**config.mk**
```make
export PLATFORM = sky130hd
export DESIGN_NAME = bus_master_ctrl
export DESIGN_NICKNAME = d
export VERILOG_FILES = /design/src/rtl/bus_master_ctrl.sv
export SDC_FILE = /design/constraint.sdc
export NUM_CORES = 1
export LEC_CHECK = 0
export ABC_AREA = 0
export ABC_CLOCK_PERIOD_IN_PS = 3100
export BUFFER_PORTS_ARGS = -buffer_cell sky130_fd_sc_hd__buf_2
export CAP_MARGIN = 20
export CORE_UTILIZATION = 30
export DETAILED_ROUTE_END_ITERATION = 10
export MAX_ROUTING_LAYER = met4
export REMOVE_ABC_BUFFERS = 1
export SLEW_MARGIN = 20
export SYNTH_ARGS = -nofsm -noshare
export SYNTH_HDL_FRONTEND = slang
export SYNTH_SLANG_ARGS = --single-unit
export TNS_END_PERCENT = 5
```
**constraint.sdc**
```tcl
create_clock -name clk -period 3.1 [get_ports clk]
set_input_delay 0.155 -clock clk [delete_from_list [all_inputs] [get_ports clk]]
set_output_delay 0.155 -clock clk [all_outputs]
set_load 0.03 [all_outputs]
```
**src/rtl/bus_master_ctrl.sv**
```systemverilog
// ============================================================================
// bus_master_ctrl
// ----------------------------------------------------------------------------
// Initiator-side controller for the shared 4-master/8-slave bus. Turns a
// single-cycle core access request into a full bus transaction: request/grant
// handshake with the arbiter, one-cycle address strobe, wait for slave ready,
// then return read data and a one-cycle completion pulse to the core.
//
// Optional feature macro: BUS_TIMEOUT_EN
//   defined   : an 8-bit counter aborts a transfer after TIMEOUT_CYCLES cycles
//               in ACCESS+WAIT without slave ready (core_err=1, data=0).
//   undefined : no counter, core_err tied to 0, WAIT lasts until m_rdy_=0.
//
// Parameters
//   TIMEOUT_CYCLES  cycles in ACCESS+WAIT before abort (1..255)
//
// Ports
//   clk, reset         clock, asynchronous active-high reset
//   core_req           access request, sampled only in IDLE
//   core_addr[29:0]    word address        core_rw       1=read 0=write
//   core_wr_data[31:0] write data
//   core_rd_data[31:0] read data, valid while core_done=1
//   core_busy          1 whenever state is not IDLE
//   core_done          one-cycle completion pulse
//   core_err           qualifies core_done, 1 = aborted
//   m_req_ / m_grnt_   bus request / grant, active-low
//   m_addr, m_rw, m_wr_data   bus address, direction, write data
//   m_as_              address strobe, active-low
//   m_rd_data, m_rdy_  read data from slave mux, slave ready (active-low)
//   dbg_state[1:0]     current FSM state (0 IDLE, 1 REQ, 2 ACCESS, 3 WAIT)
//
// Core handshake: core_req is a single-cycle strobe honoured only while
// core_busy=0; the result is delivered by exactly one core_done pulse, in the
// same cycle core_busy falls. Requests seen while busy are dropped.
// ============================================================================
module bus_master_ctrl #(
    parameter int unsigned TIMEOUT_CYCLES = 16
) (
    input  logic        clk,
    input  logic        reset,
    input  logic        core_req,
    input  logic [29:0] core_addr,
    input  logic        core_rw,
    input  logic [31:0] core_wr_data,
    output logic [31:0] core_rd_data,
    output logic        core_busy,
    output logic        core_done,
    output logic        core_err,
    output logic        m_req_,
    input  logic        m_grnt_,
    output logic [29:0] m_addr,
    output logic        m_as_,
    output logic        m_rw,
    output logic [31:0] m_wr_data,
    input  logic [31:0] m_rd_data,
    input  logic        m_rdy_,
    output logic [1:0]  dbg_state
);

    if (TIMEOUT_CYCLES < 1 || TIMEOUT_CYCLES > 255) begin : g_bad_timeout
        $error("bus_master_ctrl: TIMEOUT_CYCLES must be in 1..255");
    end

    typedef enum logic [1:0] {
        ST_IDLE   = 2'd0,
        ST_REQ    = 2'd1,
        ST_ACCESS = 2'd2,
        ST_WAIT   = 2'd3
    } state_t;

    state_t      r_state, w_state_nxt;
    logic        r_req_n, w_req_n;
    logic        r_as_n, w_as_n;
    logic        r_rw, w_rw;
    logic [29:0] r_addr, w_addr;
    logic [31:0] r_wr_data, w_wr_data;
    logic [31:0] r_rd_data, w_rd_data;
    logic        r_busy, w_busy;
    logic        r_done, w_done;

`ifdef BUS_TIMEOUT_EN
    localparam logic [7:0] LP_CNT_LAST = 8'(TIMEOUT_CYCLES - 1);
    logic [7:0]  r_cnt, w_cnt_nxt;
    logic        r_err, w_err;
`endif

    always_ff @(posedge clk or posedge reset) begin
        if (reset) begin
            r_state   <= ST_IDLE;
            r_req_n   <= 1'b1;
            r_as_n    <= 1'b1;
            r_rw      <= 1'b1;
            r_addr    <= '0;
            r_wr_data <= '0;
            r_rd_data <= '0;
            r_busy    <= 1'b0;
            r_done    <= 1'b0;
        end else begin
            r_state   <= w_state_nxt;
            r_req_n   <= w_req_n;
            r_as_n    <= w_as_n;
            r_rw      <= w_rw;
            r_addr    <= w_addr;
            r_wr_data <= w_wr_data;
            r_rd_data <= w_rd_data;
            r_busy    <= w_busy;
            r_done    <= w_done;
        end
    end

`ifdef BUS_TIMEOUT_EN
    always_ff @(posedge clk or posedge reset) begin
        if (reset) begin
            r_cnt <= '0;
            r_err <= 1'b0;
        end else begin
            r_cnt <= w_cnt_nxt;
            r_err <= w_err;
        end
    end
`endif

    // Outputs are computed one cycle ahead from the next state so that every
    // bus and core output comes straight from a flop.
    always_comb begin
        w_state_nxt = r_state;
        w_req_n     = r_req_n;
        w_as_n      = 1'b1;
        w_rw        = r_rw;
        w_addr      = r_addr;
        w_wr_data   = r_wr_data;
        w_rd_data   = r_rd_data;
        w_busy      = r_busy;
        w_done      = 1'b0;
`ifdef BUS_TIMEOUT_EN
        w_cnt_nxt   = r_cnt;
        w_err       = 1'b0;
`endif
        case (r_state)
            ST_IDLE: begin
                // m_req_ is always high for the IDLE cycle after completion,
                // which leaves other masters an arbitration slot.
                w_req_n = 1'b1;
                w_busy  = 1'b0;
                if (core_req) begin
                    w_addr      = core_addr;
                    w_rw        = core_rw;
                    w_wr_data   = core_wr_data;
                    w_req_n     = 1'b0;
                    w_busy      = 1'b1;
                    w_state_nxt = ST_REQ;
                end
            end
            ST_REQ: begin
                if (!m_grnt_) begin
                    w_as_n      = 1'b0;
                    w_state_nxt = ST_ACCESS;
`ifdef BUS_TIMEOUT_EN
                    w_cnt_nxt   = '0;
`endif
                end
            end
            ST_ACCESS, ST_WAIT: begin
                if (!m_rdy_) begin
                    w_req_n     = 1'b1;
                    w_busy      = 1'b0;
                    w_done      = 1'b1;
                    w_state_nxt = ST_IDLE;
                    if (r_rw) begin
                        w_rd_data = m_rd_data;
                    end
`ifdef BUS_TIMEOUT_EN
                end else if (r_cnt == LP_CNT_LAST) begin
                    // Ready on the final count cycle wins over the abort above.
                    w_req_n     = 1'b1;
                    w_busy      = 1'b0;
                    w_done      = 1'b1;
                    w_err       = 1'b1;
                    w_rd_data   = '0;
                    w_state_nxt = ST_IDLE;
                end else begin
                    w_cnt_nxt   = r_cnt + 8'd1;
                    w_state_nxt = ST_WAIT;
`else
                end else begin
                    w_state_nxt = ST_WAIT;
`endif
                end
            end
            default: w_state_nxt = ST_IDLE;
        endcase
    end

    assign core_rd_data = r_rd_data;
    assign core_busy    = r_busy;
    assign core_done    = r_done;
    assign m_req_       = r_req_n;
    assign m_addr       = r_addr;
    assign m_as_        = r_as_n;
    assign m_rw         = r_rw;
    assign m_wr_data    = r_wr_data;
    assign dbg_state    = r_state;
`ifdef BUS_TIMEOUT_EN
    assign core_err     = r_err;
`else
    assign core_err     = 1'b0;
`endif

endmodule

```
Yosys cells after proc, flatten, opt, wreduce, memory -nomap -nowiden
Cells that the tools add are included.
W data, S select, Z words.
{"block": "word_totals", "input_bits": 100, "out_inout_bits": 102, "ff_bits": 101, "word_cells": 37}
{"block": "classes", "reduce_logical": 7, "bitwise": 1, "n_mux": 14, "n_eq_ne": 6}
{"cell": "$mux W1", "count": 8}
{"cell": "$mux W2", "count": 3}
{"cell": "$ne A2 B2 Y1 const B", "count": 3}
{"cell": "$pmux W2 S3", "count": 1}
{"cell": "$reduce_and A2 Y1", "count": 3}
{"cell": "$eq A2 B2 Y1 const B", "count": 2}
{"cell": "$pmux W1 S2", "count": 2}
{"cell": "$reduce_and A3 Y1", "count": 1}
{"cell": "$eq A2 B1 Y1 const B", "count": 1}
{"cell": "$logic_not A2 Y1", "count": 1}
{"cell": "$reduce_bool A2 Y1", "count": 1}
{"cell": "$reduce_or A2 Y1", "count": 1}
{"cell": "$not A1 Y1", "count": 1}

Longest topological paths before layout
{"block": "depth", "depth_word": 4, "mapped_depth": 5, "ltp_nobuf": 3}

Worst setup path before layout
Ideal clock, no wire load.
{"block": "synth_timing", "path_type": "register to register", "start": "register r_state[0], in the netlist dbg_state[0]", "end": "register r_addr[20], in the netlist m_addr[20]", "path_slack_ns": 1.566, "synth_period_minus_slack_ns": 1.534, "path_stages_with_launch": 5, "required_time_ns": 2.975, "path_buffers": 1, "setup_time_ns": 0.125, "arrival_ns": 1.409, "cell_sequence": "dfrtp_1 > nand2b_4 > nor2_4 > buf_4 > mux2_2"}
{"block": "synth_between", "elab_chain_cells": 2}
{"element": "start: declaration", "line_no": "71", "text": "state_t r_state, w_state_nxt;"}
{"element": "start signal: assignment", "line_no": "99", "text": "r_state <= w_state_nxt;"}
{"element": "$logic_not A2 Y1", "line_no": "139", "text": "case (r_state)"}
{"element": "$reduce_and A2 Y1 (no line)"}
{"element": "end signal: assignment", "line_no": "103", "text": "r_addr <= w_addr;"}
{"element": "end: declaration", "line_no": "75", "text": "logic [29:0] r_addr, w_addr;"}
Every way passes these cells.
A chain may end at the register's enable or synchronous reset.

Worst setup path after layout
{"block": "layout_timing", "start": "register r_state[0], in the netlist dbg_state[0]", "end": "register r_wr_data[1], in the netlist m_wr_data[1]"}
{"block": "layout_between", "elab_chain_cells": 2}
{"element": "$logic_not A2 Y1", "line_no": "139"}
{"element": "$reduce_and A2 Y1 (no line)"}
{"element": "end signal: assignment", "line_no": "104", "text": "r_wr_data <= w_wr_data;"}
{"element": "end: declaration", "line_no": "76", "text": "logic [31:0] r_wr_data, w_wr_data;"}
Every way passes these cells.

==> out/results.tsv <==
stage	metric	value	unit
cts	worstSkewPairLatency	340	ps
layout	final_cell_mix	buf_2, dfrtp_1, mux2_2	
logic_synthesis	synth_cell_types	20	
placed_design	finalWeightedCongestion	0.673	
timing	fmax	0.528	GHz
floorplan	pin_count	202	
floorplan	die_height	116	µm
global_routing	met1_usage	14.1	%
timing	setup_viol	0	
routing	drt_wl_total	7890	µm
cts	ctsResizeCount	0	
cts	cts_buffer_depth	2	
logic_synthesis	seq_area_frac_synth	64.5	%
logic_synthesis	syn_inst	225	
critical_path	critPathLaunchType	flop	
cts	cts_buffers	9	
floorplan	die_w	116	µm
timing	hold_viol_final	2	
floorplan	dieArea	13500	µm²
critical_path	r2r_slack	1210	ps
global_routing	track_usage	12.1	%
logic_synthesis	yosys.area_share.simple	1.88	%
layout	fin_util	42.5	%
logic_synthesis	synth_top_cell_by_area	dfrtp_1	
timing	min_period	1890	ps
critical_path	worstPathMaxFanout	63	
placed_design	placed_cells	589	
timing	fin_tns_setup	0	ps
logic_synthesis	synthXorXnorAreaFrac	0	%
layout	antenna_cells	0	
routing	firstDrtPassIters	4	
global_routing	antenna_found_initial	0	
floorplan	start_util	31.0	%
critical_path	endpoint_kind	flop	
global_routing	top_usage_layer	met2	
placed_design	io_buffers	200	
routing	routed-via-count	2519	
global_routing	overflow	0	
logic_synthesis	synth_compound_area_share	0.860	%
routing	drc	0	
global_routing	grt_max_degree	71	
logic_synthesis	synth_area_leaders	dfrtp_1, mux2_2, mux2_4	
layout	fin_nets	528	
global_routing	grt_use_met3	3.94	%
layout	drive_gt1_share	73.2	%
floorplan	core	12700	µm²
cts	clock_sinks	101	
critical_path	worst_ep_required_time	3320	ps
cts	cts-root-buf	clkbuf_16	
global_routing	grt_pass1_vias	2511	
logic_synthesis	ys_warn_count	0	
routing	viasPerCell	4.16	
critical_path	critPathKind	reg2reg	
routing	postRouteAntennaNets	0	
timing	finalMaxSlewViolations	0	
logic_synthesis	synthAdderAreaFrac	0	%
worst_hold_path	hold_path_class	in2async	
critical_path	arrival	2110	ps
cts	post-cts-setup-buffers	0	
layout	area_delta_synth_final	37.2	%
routing	wl_per_cell	13.0	µm
global_routing	grt_first_pass_wirelength	12100	µm
timing	tightestPinTransition	839	ps
timing	maxSlewHeadroom	44.1	%
placed_design	hpwl	5730	µm
logic_synthesis	synth_mux_area_share	30.1	%
timing	hold_ws	-3.88	ps
cts	htree_levels	3	
cts	hold_buffers	0	
global_routing	use_met2	18.5	%
timing	grt_setup_unrepaired	false	
floorplan	placement_rows	41	
status	violations	hold timing	
logic_synthesis	syn_avg_cell_area	17.5	µm²
status	status	finished, violations left	
pwr	power_density	1250	nW/µm²
logic_synthesis	yosysTopAreaCellShare	62.5	%
cts	cts.clk_slew.worst_paths	70	ps
pwr	peakVddDrop	0.490	mV
routing	drt_iter0_drc	64	
timing	post-route-period-util	61.1	%
logic_synthesis	synth_top_family_by_area	multiplexers	
layout	layout_commonest_cell	buf_2	
logic_synthesis	synth_seq_cells	101	
cts	cts_tree	done	
timing	skew	6.58	ps
layout	fin_cells	605	
run	max_cap_viol_count	0	
logic_synthesis	syn_area	3930	µm²
pwr	leakage	2.75	nW
## cells by family (layout without fill, tap and decap cells)
group                  Yosys count  after routing
flip-flops                     101            101
multiplexers                    95             95
buffers and inverters           13            221
AND/OR/NAND/NOR                  9              9
AO/OA/AOI/OAI                    6              6
other                            1              1
## worst max-delay path, cell delays in order, from the launching register on
cell,delay (ps)
dfrtp_1,450
nand2b_4,180
nor2_4,70
buf_4,600
mux2_2,420
## registers in the layout (all words and copies together), names as in the netlist
name and count:
m_rw 1, core_busy 1, dbg_state 2, m_addr 30
m_as_ 1, core_done 1, m_wr_data 32, m_req_ 1
core_rd_data 32
## report_power, final
group | switching, mW | leakage (nW) | internal (mW)
logic | 1.99 | 1.41 | 1.26
registers | 0.357 | 1.19 | 2.00
clock network | 0.461 | 0.152 | 0.691
total | 2.81 | 2.75 | 3.95
## through the flow
step / setup slack, ps / total power, mW / hold WS (ps) / cell area [µm²]
2_1_floorplan: 303 / 4.71 / 285 / 3830
5_1_grt: 1100 / 7.16 / 22.9 / 5390
6_report: 1210 / 6.76 / -3.88 / 5390
3_5_place_dp: 1200 / 5.68 / 378 / 5070
4_1_cts: 1190 / 6.86 / 19.4 / 5390
3_3_place_gp: 1270 / 5.61 / 376 / 5070
## per-layer routing
metal	wire length (µm)	share of wire (%)
met5	0	0
met1	3330	42
met2	3660	46
met4	153	1.9
met3	749	9.5
## final timing paths
| kind | end | depth (start not counted) | start |
|---|---|---|---|
| worst max-delay path | m_wr_data[1]$_DFFE_PP0P_ | 4 | dbg_state[0]$_DFFE_PP0P_ |
| worst min-delay path | core_rd_data[17]$_DFFE_PP0P_ | 2 | reset |
| worst max register to register | m_wr_data[1]$_DFFE_PP0P_ | 4 | dbg_state[0]$_DFFE_PP0P_ |
| worst min register to register | m_addr[18]$_DFFE_PP0P_ | 1 | m_addr[18]$_DFFE_PP0P_ |
| max in group asynchronous | m_addr[14]$_DFFE_PP0P_ | 3 | reset |
| min in group clk | m_addr[29]$_DFFE_PP0P_ | 2 | core_addr[29] |
## cell type report
cell class                      instances  area (µm²)
Timing Repair Buffer                  203        1020
Clock buffer                           13         270
Clock inverter                          3        42.5
Sequential cell                       101        2530
Fill cell                            1212        7280
Inverter                                2        10.0
Multi-Input combinational cell        111        1290
Tap cell                              172         215
## Yosys cell counts
cell type	n
dfrtp_1	98
mux2_2	60
mux2_4	30
buf_4	8
mux2_1	5
a21oi_1	4
buf_6	3
dfstp_2	3
inv_1	2
nand2_1	2
and2b_4	1
conb_1	1
nand2_4	1
nand2b_4	1
nand3_1	1
nor2_4	1
nor2b_1	1
o21ai_0	1
o22a_1	1
or3b_2	1
(Power assumes the default switching activity.)
